**config.mk**
```make
export PLATFORM = sky130hd
export DESIGN_NAME = fifo_uart_tx
export DESIGN_NICKNAME = d
export VERILOG_FILES = /design/src/rtl/uart_pkg.sv /design/src/rtl/uart_baud_cnt.sv /design/src/rtl/fifo_uart_tx.sv
export SDC_FILE = /design/constraint.sdc
export NUM_CORES = 1
export LEC_CHECK = 0
export ABC_AREA = 1
export CAP_MARGIN = 10
export CORE_ASPECT_RATIO = 1.5
export CORE_MARGIN = 1.5
export CORE_UTILIZATION = 40
export CTS_BUF_LIST = sky130_fd_sc_hd__clkbuf_8
export DETAILED_ROUTE_END_ITERATION = 12
export HOLD_SLACK_MARGIN = 0.03
export SYNTH_ARGS = -nofsm -noshare
export SYNTH_HDL_FRONTEND = slang
export SYNTH_SLANG_ARGS = --single-unit
export TNS_END_PERCENT = 5
```
**constraint.sdc**
```tcl
create_clock -name clk -period 1.46 [get_ports clk]
set_clock_uncertainty 0.1 [all_clocks]
set_input_delay 0.365 -clock clk [delete_from_list [all_inputs] [get_ports clk]]
set_output_delay 0.365 -clock clk [all_outputs]
set_load 0.005 [all_outputs]
```
**src/rtl/uart_pkg.sv**
```systemverilog
// Shared constants for the FIFO-fed UART transmitter: FSM encoding,
// frame-bit levels and a constant-evaluable log2 helper.
package uart_pkg;

    localparam logic [2:0] ST_IDLE   = 3'd0;
    localparam logic [2:0] ST_FETCH  = 3'd1;
    localparam logic [2:0] ST_LOAD   = 3'd2;
    localparam logic [2:0] ST_START  = 3'd3;
    localparam logic [2:0] ST_DATA   = 3'd4;
    localparam logic [2:0] ST_PARITY = 3'd5;
    localparam logic [2:0] ST_STOP   = 3'd6;

    localparam logic START_BIT = 1'b0;
    localparam logic STOP_BIT  = 1'b1;

    function automatic int clog2(input int value);
        int result;
        result = 0;
        while ((1 << result) < value) begin
            result = result + 1;
        end
        return result;
    endfunction

endpackage

```
**src/rtl/uart_baud_cnt.sv**
```systemverilog
// Bit-period counter: counts 0..CLKS_PER_BIT-1 and flags the last cycle of
// each serial bit; clear restarts the period on FSM state entry.
module uart_baud_cnt
    import uart_pkg::*;
#(
    parameter int CLKS_PER_BIT = 16
) (
    input  logic clk,
    input  logic rst,
    input  logic clear,
    output logic tick
);

    localparam int CW = (clog2(CLKS_PER_BIT) < 1) ? 1 : clog2(CLKS_PER_BIT);
    localparam logic [CW-1:0] LAST = CW'(CLKS_PER_BIT - 1);

    logic [CW-1:0] cnt;

    always_ff @(posedge clk or posedge rst) begin
        if (rst) begin
            cnt <= '0;
        end else if (clear || tick) begin
            cnt <= '0;
        end else begin
            cnt <= cnt + CW'(1);
        end
    end

    assign tick = (cnt == LAST);

endmodule

```
**src/rtl/fifo_uart_tx.sv**
```systemverilog
// UART transmitter that drains an upstream synchronous FIFO one byte at a
// time: fetch, load, then start / data (LSB first) / optional parity / stop.
//
// state  | meaning
// IDLE   | line high, waiting for enable with FIFO non-empty
// FETCH  | one-cycle rd_en pulse to the FIFO
// LOAD   | FIFO data valid; latch shift register and parity
// START  | start bit (low) for one bit period
// DATA   | WIDTH data bits, shift register LSB on the line
// PARITY | even parity bit (only when PARITY_EN)
// STOP   | stop bit (high); tx_done on its last cycle
module fifo_uart_tx
    import uart_pkg::*;
#(
    parameter int WIDTH        = 8,
    parameter int CLKS_PER_BIT = 16,
    parameter int PARITY_EN    = 0
) (
    input  logic             clk,
    input  logic             rst,
    input  logic             enable,
    input  logic             fifo_empty,
    input  logic [WIDTH-1:0] fifo_data,
    output logic             fifo_rd_en,
    output logic             tx,
    output logic             busy,
    output logic             tx_done
);

    localparam int BW = (clog2(WIDTH) < 1) ? 1 : clog2(WIDTH);
    localparam logic [BW-1:0] LAST_BIT = BW'(WIDTH - 1);

    logic [2:0]       state, state_nxt;
    logic [WIDTH-1:0] shift_q, shift_nxt;
    logic [BW-1:0]    bit_cnt, bit_cnt_nxt;
    logic             parity_q;
    logic             tx_q, tx_nxt;
    logic             baud_clear;
    logic             baud_tick;

    // The baud period restarts whenever the FSM enters a new state.
    assign baud_clear = (state_nxt != state) || (state == ST_IDLE);

    uart_baud_cnt #(
        .CLKS_PER_BIT(CLKS_PER_BIT)
    ) u_baud (
        .clk  (clk),
        .rst  (rst),
        .clear(baud_clear),
        .tick (baud_tick)
    );

    always_comb begin
        state_nxt   = state;
        shift_nxt   = shift_q;
        bit_cnt_nxt = bit_cnt;
        case (state)
            ST_IDLE: begin
                if (enable && !fifo_empty) begin
                    state_nxt = ST_FETCH;
                end
            end
            ST_FETCH: begin
                state_nxt = ST_LOAD;
            end
            ST_LOAD: begin
                shift_nxt   = fifo_data;
                bit_cnt_nxt = '0;
                state_nxt   = ST_START;
            end
            ST_START: begin
                if (baud_tick) begin
                    state_nxt = ST_DATA;
                end
            end
            ST_DATA: begin
                if (baud_tick) begin
                    if (bit_cnt == LAST_BIT) begin
                        state_nxt = (PARITY_EN != 0) ? ST_PARITY : ST_STOP;
                    end else begin
                        bit_cnt_nxt = bit_cnt + BW'(1);
                        shift_nxt   = shift_q >> 1;
                    end
                end
            end
            ST_PARITY: begin
                if (baud_tick) begin
                    state_nxt = ST_STOP;
                end
            end
            ST_STOP: begin
                if (baud_tick) begin
                    state_nxt = (enable && !fifo_empty) ? ST_FETCH : ST_IDLE;
                end
            end
            default: begin
                state_nxt = ST_IDLE;
            end
        endcase
    end

    // Line level is decided from the next state so tx leaves a flop aligned with state.
    always_comb begin
        tx_nxt = STOP_BIT;
        case (state_nxt)
            ST_START:  tx_nxt = START_BIT;
            ST_DATA:   tx_nxt = shift_nxt[0];
            ST_PARITY: tx_nxt = parity_q;
            default:   tx_nxt = STOP_BIT;
        endcase
    end

    always_ff @(posedge clk or posedge rst) begin
        if (rst) begin
            state    <= ST_IDLE;
            shift_q  <= '0;
            bit_cnt  <= '0;
            parity_q <= 1'b0;
            tx_q     <= 1'b1;
        end else begin
            state   <= state_nxt;
            shift_q <= shift_nxt;
            bit_cnt <= bit_cnt_nxt;
            tx_q    <= tx_nxt;
            if (state == ST_LOAD) begin
                parity_q <= ^fifo_data;
            end
        end
    end

    assign tx         = tx_q;
    assign fifo_rd_en = (state == ST_FETCH);
    assign busy       = (state != ST_IDLE);
    assign tx_done    = (state == ST_STOP) && baud_tick;

endmodule

```
==> flow_metrics.env <==
export IMPL_setup_viol=18
export IMPL_drt_total_wl_um=2537
export IMPL_internal_power_uw=878.7
export IMPL_unrepaired_setup_endpoints_after_global_routing="yes"
export IMPL_yosys_area_top_type_share_pct=41.13
export IMPL_clock_power_share_pct=37.5
export IMPL_detailed_place_area_um2=1610
export IMPL_power_switching_share_pct=21.45
export IMPL_vdd_drop_max_mv=0.5642
export IMPL_dp_hpwl_um=1953
export IMPL_net_switching_power_uw=240.0
export IMPL_critPathRequiredTime_ps=1000
export IMPL_vias_per_cell=4.539
export IMPL_gp_congestion=0.8278
export IMPL_power_share_combinational_pct=10.3
export IMPL_clk_transition_reported_paths_ps=70
export IMPL_cap_violations=0
export IMPL_cts_hold_fix_buffers=0
export IMPL_startpoint_type="flop"
export IMPL_number_of_detailed_route_iterations_in_the_first_pass=4
export IMPL_cts_max_level=1
export IMPL_share_of_synthesized_flip_flops_with_an_asynchronous_set_or_reset_pct=100.0
export IMPL_report_final_slew_viol_count=0
export IMPL_antenna_cells=0
export IMPL_tritoncts="built"
export IMPL_synth_edf_count=0
export IMPL_syn2layout_area_growth_pct=50.32
export IMPL_post_synth_instance_area_um2=1156
export IMPL_power_static_leakage_nw=0.8686
export IMPL_timing_final_crit_period_ps=1660
export IMPL_ant_nets=0
export IMPL_ctsRootBufferMaster="clkbuf_8"
export IMPL_post_route_cells_drive_above_1_share_pct=38.97
export IMPL_synthDistinctLibCells=21
export IMPL_worst_endpoint_arrival_ps=1200
export IMPL_worst_skew_late_latency_ps=250
export IMPL_crit_path_top_delay_cell="dfrtp_1"
export IMPL_crit_path_largest_cell_delay_ps=400
export IMPL_peak_fanout_along_the_critical_path=2
export IMPL_first_global_vias=1129
export IMPL_nNetsFinal=211
export IMPL_critical_path_endpoint_type="primary output"
export IMPL_antenna_found_initial=0
export IMPL_postLayoutCellArea_um2=1738
export IMPL_max_slew_margin_rel_pct=85.68
export IMPL_initial_core_util_pct=42.74
export IMPL_violated_checks="setup timing"
export IMPL_ys_top_cells_by_area="dfrtp_1 41%, nand2_1 13%, nand3_1 6.5%, inv_1 4.5%, xnor2_1 4.5%"
export IMPL_clockBufferDepth=2
export IMPL_hold_viol_final=0
export IMPL_p_per_area_nw_per_um2=643.7
export IMPL_die_height_um=68.85
export IMPL_final_setup_worst_slack_ps=-200.1
export IMPL_postSynthRegisterBits=20
export IMPL_routed_via_count=1053
export IMPL_final_routed_drc_violation_total=0
export IMPL_worst_slew_pin_slew_ps=213.2
export IMPL_most_common_layout_cells="35 x nand2_1, 29 x buf_4, 18 x dfrtp_1"
export IMPL_final_min_period_over_clock_period_pct=113.7
export IMPL_syn_instance_count=143
export IMPL_globalRouteOverflowTotal=0
export IMPL_seq_area_frac_synth_pct=43.40
export IMPL_critical_path_top_delay_family="flip-flops"
export IMPL_port_buffers=15
export IMPL_number_of_nets_in_the_synthesized_netlist=158
export IMPL_num_rows=23
export IMPL_syn_mean_instance_area_um2=8.085
export IMPL_worstSetupStartpoint="u_baud.cnt[0]$_DFF_PP0_"
export IMPL_core_area_um2=2705
export IMPL_globalRouteTotalUtil_pct=19.03
export IMPL_holdWs_ps=319.0
export IMPL_grt_first_pass_wirelength_um=4388
export IMPL_route_detailed_wl_per_inst_um=10.94
export IMPL_initialDrtViolationCount=24
export IMPL_ios=16
export IMPL_grt_start_max_net_pins=21
export IMPL_outcome="finished, violations left"
export IMPL_relative_contribution_of_sequential_cells_to_total_power_pct=52.3
export IMPL_maxClockFrequency_mhz=602.4
export IMPL_most_common_library_cell_in_the_layout_ignoring_fill_and_taps="nand2_1"
export IMPL_cts_sinks=20
export IMPL_postSynth_topFlopCell="dfrtp_1"
export IMPL_startpoint_of_the_worst_register_to_register_path="u_baud.cnt[0]$_DFF_PP0_"
export IMPL_floorplan_die_area_um2=3228
export IMPL_hp_class="in -> async"
export IMPL_crit_chain="ha_4 > nand3_2 > nor2_1 > clkdlybuf4s15_2"
export IMPL_synth_warnings=0
export IMPL_cts_made_buffers=3
export IMPL_critical_setup_path_class="reg -> out"
export IMPL_die_width_um=46.90
export IMPL_synth_top_area_cell="dfrtp_1"
export IMPL_critical_path_n_buffers_inverters=1
-- worst paths after layout --
kind	cells after the start	end	slack, ps
worst max register to register	10	u_baud.cnt[0]$_DFF_PP0_	-200
worst min register to register	2	parity_q$_DFFE_PP0N_	390
worst max-delay path	4	tx_done	-200
worst min-delay path	3	u_baud.cnt[3]$_DFF_PP0_	320
max in group asynchronous	3	tx$_DFF_PP1_	720
min in group clk	2	parity_q$_DFFE_PP0N_	390
-- cells by family (layout without fill, tap and decap cells) --
| family | after synthesis | in the layout | synth area share [%] |
|---|---|---|---|
| xor+xnor | 8 | 8 | 6.061 |
| simple gates | 82 | 82 | 34.96 |
| fa+ha+maj | 3 | 3 | 3.247 |
| flops | 20 | 20 | 43.40 |
| compound gates | 10 | 10 | 5.627 |
| buf+inv | 20 | 72 | 6.710 |
-- what timing repair did --
item,in CTS,in global routing
pin swaps,5,3
resized for setup,26,4
endpoints found under the hold margin,0,0
endpoints found under the setup margin,21,23
setup buffers,4,0
-- through the flow --
stage                     std cells  setup TNS [ps]  power, mW  utilization, %  worst slack, ps
after global routing            232           -4134      1.163           64.25           -325.2
after CTS                       232           -2674      1.128           63.97           -227.1
after floorplan                 143               0     0.6502               -            2.190
after detailed placement        224           -2995     0.7108           59.53           -258.3
after global placement          224           -2118     0.7079           59.53           -205.5
final                           232           -2188      1.119           64.25           -200.1
-- metal layers --
layer / global-route usage (%) / part of all wire (%) / wire length (µm) / vias to the layer above
li1: - / - / - / 556
met1: 18.60 / 39 / 998 / 479
met2: 37.67 / 58 / 1464 / 16
met3: 1.563 / 1.9 / 49 / 2
met4: 8.681 / 0.99 / 25 / 0
met5: 0 / 0 / 0 / -
-- cell type report --
cell class / count / area (µm²)
Clock buffer: 4 / 55.05
Inverter: 20 / 80.08
Tap cell: 37 / 46.29
Multi-Input combinational cell: 103 / 640.6
Timing Repair Buffer: 48 / 412.9
Fill cell: 260 / 967.2
Sequential cell: 20 / 503.0
-- registers in the layout, summed over array words and instances, names as in the netlist --
signal,cells
tx,1
bit_cnt,3
parity_q,1
state,3
u_baud.cnt,4
shift_q,8
-- power by group through the flow --
stage	combinational, mW	sequential (mW)	clock [mW]
after detailed placement	0.116	0.595	0
after floorplan	0.0577	0.593	0
after global routing	0.130	0.586	0.447
final	0.115	0.585	0.419
after CTS	0.117	0.584	0.427
after global placement	0.114	0.594	0
-- worst reg2reg max path: stages (launching register included) --
cell and delay (ps):
dfrtp_1 400, ha_4 160, buf_6 110, nand2_4 50, nor2_4 170, nor2_1 100, nor2_2 110, nand3_2 110
nand2_2 80, nand3_2 90, nor2_1 110
-- cells in the mapped netlist, types with 3 or more instances --
cell,count
nand2_1,40
dfrtp_1,19
nand3_1,15
inv_1,14
nor2_1,12
xnor2_1,6
inv_2,5
nand3_2,5
o21ai_1,4
ha_1,3
nand2_2,3
o211ai_1,3
Note: power is estimated with default switching activity, not from simulation.
